## src/rtl/ddr_responder.sv

```systemverilog
// ddr_responder
//   Responder end of the matrix_unit DDR request interface. Single-word read and
//   write requests are queued and serviced strictly in order from on-chip RAM.
//   Each response (w_done or r_valid) pulses for one cycle, Latency edges after
//   the request reaches the head of an idle unit.
// Ports
//   clk_i          clock
//   rst_ni         synchronous active-low reset (RAM contents are kept)
//   ddr_address_i  word address of the request
//   ddr_w_en_i     write request strobe
//   ddr_w_data_i   write data
//   ddr_r_en_i     read request strobe
//   ddr_ready_o    queue can accept a request this cycle
//   ddr_w_done_o   1-cycle pulse: oldest write committed
//   ddr_r_data_o   read data, valid with ddr_r_valid_o, held until the next read
//   ddr_r_valid_o  1-cycle pulse: read data valid
//   err_o          sticky protocol-error flag (drop, w+r collision, bad address)
module ddr_responder #(
  parameter int Latency    = 2,
  parameter int QueueDepth = 4,
  parameter int D          = 4,
  parameter int AddrW      = 6,
  parameter int DataW      = 8
) (
  input  logic             clk_i,
  input  logic             rst_ni,
  input  logic [AddrW-1:0] ddr_address_i,
  input  logic             ddr_w_en_i,
  input  logic [DataW-1:0] ddr_w_data_i,
  input  logic             ddr_r_en_i,
  output logic             ddr_ready_o,
  output logic             ddr_w_done_o,
  output logic [DataW-1:0] ddr_r_data_o,
  output logic             ddr_r_valid_o,
  output logic             err_o
);
  localparam int MemDepth = D * D;
  localparam int MemAW    = (MemDepth > 1) ? $clog2(MemDepth) : 1;
  localparam int PtrW     = $clog2(QueueDepth);
  localparam int CntW     = (Latency > 1) ? $clog2(Latency) : 1;
  localparam logic [CntW-1:0] CntInit = CntW'(Latency - 1);
  localparam logic [PtrW:0]   QFull   = (PtrW+1)'(QueueDepth);

  typedef struct packed {
    logic             is_write;
    logic [AddrW-1:0] addr;
    logic [DataW-1:0] data;
  } req_t;

  typedef enum logic {IDLE, BUSY} state_t;

  req_t             q_mem [QueueDepth];
  logic [PtrW-1:0]  wr_ptr, rd_ptr;
  logic [PtrW:0]    count;
  state_t           state_q, state_d;
  logic [CntW-1:0]  cnt_q, cnt_d;
  logic             exec;

  logic [DataW-1:0] ram [MemDepth];

  logic req, push, err_set, head_ok, in_ok;
  req_t head;

  assign head        = q_mem[rd_ptr];
  assign head_ok     = 32'(head.addr) < MemDepth;
  assign in_ok       = 32'(ddr_address_i) < MemDepth;
  assign ddr_ready_o = count < QFull;
  assign req         = ddr_w_en_i | ddr_r_en_i;
  assign push        = req & ddr_ready_o;
  // A request flags an error if it is dropped, collides w+r, or addresses past RAM.
  assign err_set     = req & (~ddr_ready_o | (ddr_w_en_i & ddr_r_en_i) | ~in_ok);

  // Service sequencer: wait Latency edges per entry, execute head on cnt==0.
  always_comb begin
    state_d = state_q;
    cnt_d   = cnt_q;
    exec    = 1'b0;
    case (state_q)
      IDLE: begin
        if (count != '0 || push) begin
          state_d = BUSY;
          cnt_d   = CntInit;
        end
      end
      BUSY: begin
        if (cnt_q != '0) begin
          cnt_d = cnt_q - CntW'(1);
        end else begin
          exec = 1'b1;
          // Back-to-back service keeps responses spaced exactly Latency apart.
          if (count > (PtrW+1)'(1) || push) cnt_d = CntInit;
          else                              state_d = IDLE;
        end
      end
      default: state_d = IDLE;
    endcase
  end

  always_ff @(posedge clk_i) begin
    if (!rst_ni) begin
      state_q       <= IDLE;
      cnt_q         <= '0;
      wr_ptr        <= '0;
      rd_ptr        <= '0;
      count         <= '0;
      ddr_w_done_o  <= 1'b0;
      ddr_r_valid_o <= 1'b0;
      ddr_r_data_o  <= '0;
      err_o         <= 1'b0;
    end else begin
      state_q <= state_d;
      cnt_q   <= cnt_d;
      if (push) begin
        q_mem[wr_ptr] <= '{is_write: ddr_w_en_i, addr: ddr_address_i, data: ddr_w_data_i};
        wr_ptr        <= wr_ptr + PtrW'(1);
      end
      if (exec) rd_ptr <= rd_ptr + PtrW'(1);
      count <= count + {{PtrW{1'b0}}, push} - {{PtrW{1'b0}}, exec};

      ddr_w_done_o  <= exec & head.is_write;
      ddr_r_valid_o <= exec & ~head.is_write;
      if (exec && !head.is_write)
        ddr_r_data_o <= head_ok ? ram[head.addr[MemAW-1:0]] : '0;
      err_o <= err_o | err_set;
    end
  end

  // RAM is not reset; writes to out-of-range addresses are discarded.
  always_ff @(posedge clk_i) begin
    if (rst_ni && exec && head.is_write && head_ok)
      ram[head.addr[MemAW-1:0]] <= head.data;
  end

endmodule

```

## config.mk

```make
export PLATFORM = sky130hd
export DESIGN_NAME = ddr_responder
export DESIGN_NICKNAME = d
export VERILOG_FILES = /design/src/rtl/ddr_responder.sv
export SDC_FILE = /design/constraint.sdc
export NUM_CORES = 1
export LEC_CHECK = 0
export BUFFER_PORTS_ARGS = -buffer_cell sky130_fd_sc_hd__buf_2
export CAP_MARGIN = 10
export CORE_MARGIN = 2
export CORE_UTILIZATION = 63
export CTS_BUF_LIST = sky130_fd_sc_hd__clkbuf_8
export CTS_CLUSTER_SIZE = 40
export DETAILED_ROUTE_END_ITERATION = 8
export GPL_TIMING_DRIVEN = 0
export PLACE_DENSITY = 0.81
export SLEW_MARGIN = 25
export SYNTH_ARGS = -nofsm -noshare
export SYNTH_HDL_FRONTEND = slang
export SYNTH_SLANG_ARGS = --single-unit
```

## constraint.sdc

```tcl
create_clock -name clk_i -period 3.4 [get_ports clk_i]
set_input_delay 0.34 -clock clk_i [delete_from_list [all_inputs] [get_ports clk_i]]
set_output_delay 0.34 -clock clk_i [all_outputs]
set_load 0.05 [all_outputs]
```

==> impl_results.md <==
* Vias in the first global route at 4228
* Synth Area in Adders at 1.30%
* CP Capture Type: flop
* Ys Warns at 0
* Vias per Instance at 6.03
* Wire per inst at 21.3 um
* Setup CP Type: reg -> reg
* Multi-input logic area at 1940 sq um
* Hold crit path type: in -> reg
* Rows at 41
* Seq cells post-synth at 210
* Synthesized cell area at 8110 sq um
* Hpwl dp at 9.14 mm
* Clk sinks at 210
* Initial antenna violation count at 0
* TNS Setup at 0 ns
* ANT nets after route at 0
* Setup Buffers After CTS at 0
* Core area at 12600 sq um
* Final Max Slew Viols at 0
* Routability Congestion at 0.838
* Ys flop type: edfxtp_1
* Actual slew at the worst max-slew pin at 0.778 ns
* Combinational Power Share at 19.9%
* Clk pin slew, worst setup/hold paths at 0.06 ns
* Most frequent cells in the layout: edfxtp_1, buf_2, mux4_2, clkbuf_8, dfxtp_1
* Unrepaired setup endpoints after global routing: false
* Simple-gate share of the synthesized area at 4.89%
* Commonest non-fill, non-tap cell in the layout: edfxtp_1
* Area grow syn2layout at 12.2%
* Arrival @ worst endpoint at 3.32 ns
* Register area share after synthesis at 75.0%
* Post-synth top area cell: edfxtp_1
* Clock power frac at 29.3%
* Antenna diodes at 0
* Crit Reg-Reg Endpoint: ram[12][5]
* CP Data Required Time at 3.56 ns
* Placed instance area at 8470 sq um
* Sequential cell fraction of total power at 50.8%
* Yosys cell types at 39
* Hold Crit Start: ddr_w_data_i[0]
* Ranking of synthesized cells by area: edfxtp_1, mux4_2, dfxtp_1
* Grt ovf at 0
* Mux share of post-synthesis cell area at 13.5%
* Final setup viols at 0
* CTS tree: yes
* First-pass GRT wire length at 22.3 mm
* DRC at 0
* Root buffer cell: clkbuf_8
* Gate Count Post-Synth at 412
* Worst skew pair latency at 0.53 ns
* Die area at 13800 sq um
* Status: finished clean
* Finished Layout Cells at 672
* Max Fclk at 0.317 GHz
* Worst Setup Start Kind: flop
* H-tree depth at 1
* Synth Area in Compound Gates at 3.12%
* CTS Buf Count at 31
* Worst Hold Endpoint: q_mem[1][0]
* Dpl cells at 613
* Post-Syn Nets at 437
* Largest net degree at the start of global routing at 17
* Internal Power at 4.50 mW
* Max clock buf depth at 3
* Storage element area at 6090 sq um
* Crit share post-route at 92.9%
* Reg2Reg Setup Slack at 0.24 ns
* Hold depth at 1
* Worst VDD drop at 0.000546 V
* Synth Area in XOR/XNOR at 0.540%
* Initial Util at 64.3%
* Worst Skew at 0.00890 ns
* LEAKAGE at 3.08 nW
* Post-Route WL at 14.3 mm
* R2r worst-path depth at 6
* Post-synth EDFFs at 188
* Sw Pwr at 1.67 mW
* Syn_area_per_cell at 19.7 sq um
* # nets final at 501
* Min Tclk post-route at 3.16 ns
* Die Y at 117 um
* Via count at 4051
* Top-area cell type share of the netlist area at 69.6%
* IO Port Bufs at 29
* Ys async rst share at 0%
* Worst slew margin at 48.1%
* Fin area at 9100 sq um
* Total GRT Usage at 21.3%
* Crit Path Max Fanout at 10
* I/O pins at 30
* Drt initial violations at 271
* Fill cell count at 777
* Largest family of logic cells by synthesized area: multiplexers
* Final hold violations at 0
* Drt pass-1 iters at 5
* Share of cells above drive strength 1 at 26.0%
* Max-cap viol count at 0
* Pwr Density at 678 nW/um^2
* Switch share at 27.1%
* Die width at 117 um
-- flip-flops by register name (all words and copies together), names as in the netlist, 2 cells and up, named ones only --
name	cells
count	3
ddr_r_data_o	8
q_mem	60
ram	128
rd_ptr	2
wr_ptr	2
-- worst max-delay path, cell delays in order (launching register included) --
cell	delay (ns)
dfxtp_1	0.30
clkbuf_1	0.29
clkbuf_2	0.35
mux4_2	0.46
or3_1	0.41
or3_1	0.46
nor2_2	0.51
-- stage by stage --
step	setup slack (ns)	power [mW]	utilization, %	hold WS, ns
floorplan	0.633	4.07	-	0.439
global placement	-0.102	4.35	67.1	0.436
detailed placement	-0.128	4.41	67.1	0.453
CTS	0.0351	6.21	72.1	0.000166
global route	0.139	6.42	72.1	0.00587
finish	0.243	6.17	72.1	0.0216
-- how the worst max path moves through the flow --
stage | slack [ns] | cells after the start | end
floorplan | 0.63 | 6 | ram[10][0]
global placement | -0.10 | 6 | ram[8][1]
detailed placement | -0.13 | 6 | ram[12][5]
CTS | 0.04 | 6 | ram[12][5]
global route | 0.14 | 6 | ram[12][0]
finish | 0.24 | 6 | ram[12][5]
-- power groups by stage --
stage | logic, mW | clock network, mW | registers, mW
4_1_cts | 1.23 | 1.84 | 3.14
5_1_grt | 1.32 | 1.95 | 3.15
2_1_floorplan | 0.856 | 0 | 3.21
3_3_place_gp | 1.17 | 0 | 3.18
3_5_place_dp | 1.22 | 0 | 3.19
6_report | 1.23 | 1.81 | 3.13
-- cell type report --
| class | instances | area share, % |
|---|---|---|
| Clock buffer | 32 | 4.84 |
| Timing Repair Buffer | 31 | 1.82 |
| Tap cell | 172 | 2.37 |
| Multi-Input combinational cell | 180 | 21.3 |
| Sequential cell | 210 | 66.9 |
| Inverter | 7 | 0.289 |
| Clock inverter | 25 | 1.36 |
| Buffer | 15 | 1.16 |
-- what timing repair did --
action,in CTS,in global routing
hold buffers,2,0
hold endpoints to repair,5,0
setup endpoints to repair,128,120
gates resized for setup,16,2
-- logic make-up after synthesis --
logic type	after synthesis
flip-flops	210
AO/OA/AOI/OAI	37
XOR/XNOR	5
AND/OR/NAND/NOR	75
multiplexers	55
adder cells (fa/ha/maj)	8
buffers and inverters	22
-- cell usage after synthesis (2+ instances only) --
library cell	instances
edfxtp_1	188
mux4_2	32
nor2_1	24
dfxtp_1	22
nand2_1	16
mux2i_1	13
mux4_1	9
a21oi_1	8
a22o_1	7
and2_1	7
inv_1	7
o21ai_1	7
clkbuf_1	6
ha_1	6
nor2b_1	6
or3_1	6
a211oi_1	4
a311oi_1	4
and3_1	4
buf_2	4
or2_2	4
xnor2_1	4
buf_6	3
nand2b_1	3
nor4_4	2
o21a_1	2
o21ai_0	2
-- routing by layer --
layer	wire, um	share of wire [%]	global-route usage, %	vias up
met5	0	0	0	-
met3	951	6.7	4.22	40
met4	449	3.1	7.53	0
met1	5640	40	28.2	2052
li1	-	-	-	1793
met2	7240	51	36.0	166
No activity file was read; power rests on OpenSTA's default activity.
